### src/rtl/arb_pkg.sv
// Shared types and defaults for the two-input stream arbiter.
// Provides the grant FSM state type and default parameter values.
package arb_pkg;

    typedef enum logic [1:0] {
        IDLE = 2'd0,
        G0   = 2'd1,
        G1   = 2'd2
    } arb_state_t;

    localparam int WIDTH_DEFAULT = 8;
    localparam int BURST_DEFAULT = 4;

endpackage

### src/rtl/mux.sv
// Two-way word multiplexer feeding the arbiter output register.
// Ports: sel picks in1 when high, in0 when low; dout is the chosen word.
module mux #(
    parameter int WIDTH = 8
) (
    input  logic             sel,
    input  logic [WIDTH-1:0] in0,
    input  logic [WIDTH-1:0] in1,
    output logic [WIDTH-1:0] dout
);

    assign dout = sel ? in1 : in0;

endmodule

### src/rtl/stream_arb_2to1.sv
// Round-robin 2:1 stream arbiter with burst-limited grants and a
// single-entry registered output stage.
// Ports: clk/rst (async active-high), in0_*/in1_* valid/ready producers,
// sel (current grant index), out_* valid/ready consumer side.
module stream_arb_2to1
    import arb_pkg::*;
#(
    parameter int WIDTH = WIDTH_DEFAULT,
    parameter int BURST = BURST_DEFAULT
) (
    input  logic             clk,
    input  logic             rst,
    input  logic             in0_valid,
    input  logic [WIDTH-1:0] in0_data,
    output logic             in0_ready,
    input  logic             in1_valid,
    input  logic [WIDTH-1:0] in1_data,
    output logic             in1_ready,
    output logic             sel,
    output logic             out_valid,
    output logic [WIDTH-1:0] out_data,
    input  logic             out_ready
);

    localparam int CW = $clog2(BURST + 1);
    typedef logic [CW-1:0] cnt_t;
    localparam cnt_t BURST_C = cnt_t'(BURST);
    localparam cnt_t ONE_C   = cnt_t'(1);

    arb_state_t       state_q, state_d;
    logic             sel_q, sel_d;
    logic             last_q, last_d;
    cnt_t             beat_q, beat_d;
    logic             out_valid_q, out_valid_d;
    logic [WIDTH-1:0] out_data_q, out_data_d;
    logic [WIDTH-1:0] mux_out;

    logic out_free;
    logic xfer;
    logic own_valid;
    logic oth_valid;
    logic release_g;

    mux #(.WIDTH(WIDTH)) u_mux (
        .sel  (sel_q),
        .in0  (in0_data),
        .in1  (in1_data),
        .dout (mux_out)
    );

    assign out_free  = !out_valid_q || out_ready;
    assign in0_ready = (state_q == G0) && out_free;
    assign in1_ready = (state_q == G1) && out_free;
    assign xfer      = (in0_valid && in0_ready) || (in1_valid && in1_ready);

    // Valid of the source holding the grant and of the other one.
    assign own_valid = (state_q == G1) ? in1_valid : in0_valid;
    assign oth_valid = (state_q == G1) ? in0_valid : in1_valid;

    // A grant ends on the burst-closing beat, or as soon as its owner
    // goes quiet (even under stall, since no beat is owed then).
    assign release_g = (xfer && (beat_q + ONE_C == BURST_C)) || !own_valid;

    always_comb begin
        state_d = state_q;
        last_d  = last_q;
        beat_d  = beat_q;
        unique case (state_q)
            IDLE: begin
                if (in0_valid && in1_valid) begin
                    state_d = last_q ? G0 : G1;
                end else if (in0_valid) begin
                    state_d = G0;
                end else if (in1_valid) begin
                    state_d = G1;
                end
            end
            G0, G1: begin
                if (release_g) begin
                    last_d = (state_q == G1);
                    beat_d = '0;
                    if (oth_valid) begin
                        state_d = (state_q == G1) ? G0 : G1;
                    end else if (!own_valid) begin
                        state_d = IDLE;
                    end
                end else if (xfer) begin
                    beat_d = beat_q + ONE_C;
                end
            end
            default: state_d = IDLE;
        endcase
        sel_d = (state_d == G1);
    end

    always_comb begin
        out_valid_d = out_valid_q;
        out_data_d  = out_data_q;
        if (xfer) begin
            out_valid_d = 1'b1;
            out_data_d  = mux_out;
        end else if (out_ready) begin
            out_valid_d = 1'b0;
        end
    end

    always_ff @(posedge clk or posedge rst) begin
        if (rst) begin
            state_q     <= IDLE;
            sel_q       <= 1'b0;
            last_q      <= 1'b1;
            beat_q      <= '0;
            out_valid_q <= 1'b0;
            out_data_q  <= '0;
        end else begin
            state_q     <= state_d;
            sel_q       <= sel_d;
            last_q      <= last_d;
            beat_q      <= beat_d;
            out_valid_q <= out_valid_d;
            out_data_q  <= out_data_d;
        end
    end

    assign sel       = sel_q;
    assign out_valid = out_valid_q;
    assign out_data  = out_data_q;

endmodule
### config.mk
export PLATFORM = sky130hd
export DESIGN_NAME = stream_arb_2to1
export DESIGN_NICKNAME = d
export VERILOG_FILES = /design/src/rtl/arb_pkg.sv /design/src/rtl/mux.sv /design/src/rtl/stream_arb_2to1.sv
export SDC_FILE = /design/constraint.sdc
export NUM_CORES = 1
export LEC_CHECK = 0
export ABC_AREA = 0
export CAP_MARGIN = 5
export CORE_UTILIZATION = 31
export CTS_CLUSTER_DIAMETER = 150
export DETAILED_ROUTE_END_ITERATION = 8
export GPL_ROUTABILITY_DRIVEN = 0
export PLACE_DENSITY = 0.57
export SYNTH_ARGS = -nofsm -noshare
export SYNTH_HDL_FRONTEND = slang
export SYNTH_HIERARCHICAL = 1
export SYNTH_SLANG_ARGS = --single-unit
### constraint.sdc
create_clock -name clk -period 4.9 [get_ports clk]
set_clock_uncertainty 0.05 [all_clocks]
set_input_delay 1.225 -clock clk [delete_from_list [all_inputs] [get_ports clk]]
set_output_delay 1.225 -clock clk [all_outputs]
set_load 0.1 [all_outputs]
== Word-level counts from Yosys, hierarchy flattened ==
Index checks and enable logic that the tools add are counted.

* Add/sub/neg operators: 1
* Eq/ne operators: 4
* Mux-type cells: 16
* Reduce and logical (&&, ||, !) cells: 17

{| class="wikitable"
|+ Operator list
! operator !! count
|-
| $mux 2 || 8
|-
| $mux 8 || 1
|-
| $logic_and 1x1->1 || 6
|-
| $mux 3 || 2
|-
| $eq 2x2->1 const B || 2
|-
| $mux 1 || 4
|-
| $pmux 2 s2 || 1
|-
| $reduce_and 2->1 || 2
|-
| $reduce_bool 2->1 || 2
|-
| $add 3x1->3 const B || 1
|-
| $eq 3x3->1 const B || 1
|-
| $logic_or 1x1->1 || 3
|-
| $eq 2x1->1 const B || 1
|-
| $logic_not 1->1 || 2
|-
| $logic_not 2->1 || 1
|-
| $reduce_or 2->1 || 1
|}

* Flip-flop bits (word level): 16
* Input port bits: 21

== Longest topological paths before layout ==
* Word-level depth: 10
* Depth in mapped cells: 8
* Gate-level depth less buffers: 7

== Cells and area by module ==
Netlist, hierarchy kept.

{| class="wikitable"
|+ Modules (own cells, without submodules)
! module !! times used !! cells an instance !! area each (µm²)
|-
| stream_arb_2to1 || 1 || 81 || 864.6
|-
| mux || 1 || 9 || 131.4
|}

== Least setup slack after synthesis ==
Ideal clock, no wire load.

* Kind: input -> output
* Start point: input port out_ready
* End point: output port in1_ready
* Data arrival time: 2.687 ns
* Data required time: 3.625 ns
* Path slack: 0.938 ns
* Stages on the path: 3
* Path buffers: 0
* Cell sequence: nand2b_4 -> inv_1 -> nor2_1

* Cells in the longest elaborated chain, start to end: 2

{| class="wikitable"
|+ RTL lines
! what !! line !! text
|-
| start, declared || stream_arb_2to1.sv:22 || <nowiki>input logic out_ready</nowiki>
|-
| $logic_or 1x1->1 || stream_arb_2to1.sv:51 || <nowiki>assign out_free = !out_valid_q || out_ready;</nowiki>
|-
| $logic_and 1x1->1 || stream_arb_2to1.sv:53 || <nowiki>assign in1_ready = (state_q == G1) && out_free;</nowiki>
|-
| end, declared || stream_arb_2to1.sv:18 || <nowiki>output logic in1_ready,</nowiki>
|}

Every way passes these cells.

== Worst setup path after layout ==
Same ends and word-level chain as after synthesis.

==> impl_metrics.tcl <==
set metrics [dict create \
    tns_ns 0 \
    r2r-start "state_q[0]" \
    holdPathStages 1 \
    yosysUniqueCellTypes 28 \
    cts_tree "yes" \
    portBuffers 32 \
    path_class "input pin to primary output" \
    r2r-end "sel" \
    final_common_cell "clkdlybuf4s50_1" \
    start_kind "input pin" \
    place_area_um2 1344 \
    post-dp-hpwl_mm 1.507 \
    fin_nets 152 \
    grt_overflow_total 0 \
    htreeDepth 1 \
    grt_max_degree 17 \
    ctsResizeCount 0 \
    setup_viol 0 \
    end_kind "primary output" \
    rsz0062_at_grt "false" \
    areaGrowthSynthToFinish_pct 38.57 \
    grt_pass1_wl_mm 3.270 \
    clock_latency_ns 0.28 \
    wl_mm 1.982 \
    synth_seq_cells 16 \
    ios 33 \
    path_max_fanout 7 \
    regToRegSetupSlack_ns 2.84 \
    worst_pin_slew_ns 0.9803 \
    clock_path_buffers 2 \
    num_rows 20 \
    final_antenna_net_count 0 \
    slew_viol_final 0 \
    maxCapViolations 0 \
    via_count 753 \
    die_h_um 58.68 \
    grt_antenna_before_repair 0 \
    post-route-drc-count 0 \
    core_um2 3053 \
    initialDrtViolationCount 14 \
    n_antenna_cell 0 \
    start_util_pct 32.62 \
    crit_chain "clkdlybuf4s50_1, nand2b_4, inv_1, nor2_1, buf_4" \
    die_area_um2 3443 \
    synth_warnings 6 \
    layout_min_cycle_time_ns 3.589 \
    syn-num-nets 117 \
    hold_start "out_data[0]" \
    die_w_um 58.68 \
    firstDrtPassIters 4 \
    slowest_delay_ns 0.47 \
    status "finished, final reports clean" \
    hold_path_class "register to register" \
    hold_path_end "out_data[0]" \
    post_drt_wl_per_cell_um 11.80 \
    cts.reportedPaths.clkPinSlew_ns 0.09 \
    fin_crit_sh_pct 73.24 \
    reg2regPathDepth 7 \
    cp_data_required_time_ns 3.62 \
    netlist_area_um2 996.0 \
    cts_buffers 3 \
    relSlewSlack_pct 34.44 \
    via_per_inst 4.482 \
    fin_area_um2 1380 \
    slowest_stage "clkdlybuf4s50_1" \
    synthCells 90 \
    hold_viol 0 \
    grt_pass1_vias 764 \
    max_freq_ghz 0.2786 \
    drive_gt1_share_pct 23.39 \
    cts-root-buf "clkbuf_4" \
    synth.avg_cell_area_um2 11.07 \
    cts_hold_buf 0 \
    mostFrequentLayoutCells "30 x clkdlybuf4s50_1, 15 x dfrtp_1, 10 x mux2_2" \
    grt_use_total_pct 12.34 \
    postCtsSetupBuffers 0 \
    seq_area_frac_synth_pct 40.33 \
    crit_arrival_ns 2.31 \
    clock-sinks 16 \
]
[registers in the layout, indices dropped and copies added (netlist names)]
register and flops:
state_q 2, last_q 1, out_data 8, out_valid 1, beat_q 3, sel 1
[cell type report]
cell class,instances,area [µm²]
Tap cell,44,55.05
Fill cell,307,1673
Multi-Input combinational cell,63,538.0
Clock buffer,4,36.28
Sequential cell,16,401.6
Inverter,9,33.78
Timing Repair Buffer,32,315.3
[critical path: cells and delay by family]
family        cells  cell delay [ns]
buf+inv           3             0.84
simple gates      2             0.25
[synthesized netlist by cell type]
library cell	count	area, µm²
a31oi_1	1	6.260
and3_2	1	7.510
nor2_2	1	6.260
a31o_1	2	17.52
a22oi_1	1	7.510
ha_1	6	75.07
nor3b_1	1	7.510
inv_1	9	33.78
or2_2	1	6.260
o31ai_1	1	7.510
and2b_1	1	7.510
o21ai_0	7	35.03
nand3_1	1	5.000
buf_6	2	22.52
a2bb2oi_1	1	8.760
mux2_4	8	120.1
a21oi_1	3	15.01
a32oi_1	1	8.760
dfrtp_1	15	375.4
nor2_1	6	22.52
mux2i_1	1	10.01
nand2b_4	1	13.76
or3_1	1	6.260
mux2_2	10	112.6
nor2b_1	1	6.260
and2_1	1	6.260
dfstp_2	1	26.28
nand2_1	5	18.77
[logic make-up (layout without fill, tap and decap cells)]
group | count (synthesis) | after routing | share of synthesized area (%)
compound gates | 17 | 17 | 10.68
mux | 19 | 19 | 24.37
simple gates | 21 | 21 | 11.43
buf+inv | 11 | 45 | 5.653
flops | 16 | 16 | 40.33
fa+ha+maj | 6 | 6 | 7.537
[through the flow]
step	utilization, %	instances	worst slack (ns)	hold slack, ns
final	45.20	168	1.311	0.4618
after global routing	45.20	168	1.242	0.4803
after CTS	45.20	168	1.304	0.4693
after detailed placement	44.02	164	1.320	0.4469
after global placement	44.02	164	1.358	0.4389
after floorplan	-	90	0.9380	0.4580
[metal layers]
layer,global-route usage (%),part of all wire [%],vias up
met4,4.082,0.20,0
li1,-,-,383
met3,2.637,8.0,2
met5,0,0,-
met2,20.85,44,28
met1,15.72,48,340
[how the worst max path moves through the flow]
stage | startpoint | to | slack, ns | depth (start not counted)
after global routing | out_ready | in1_ready | 1.24 | 5
final | out_ready | in1_ready | 1.31 | 5
after global placement | out_ready | in1_ready | 1.36 | 5
after CTS | out_ready | in1_ready | 1.30 | 5
after detailed placement | out_ready | in1_ready | 1.32 | 5
after floorplan | out_ready | in1_ready | 0.94 | 3
Power is left out: the tool's default activity adds up to more than one toggle a clock period on the data nets, which glitch-free logic cannot reach.
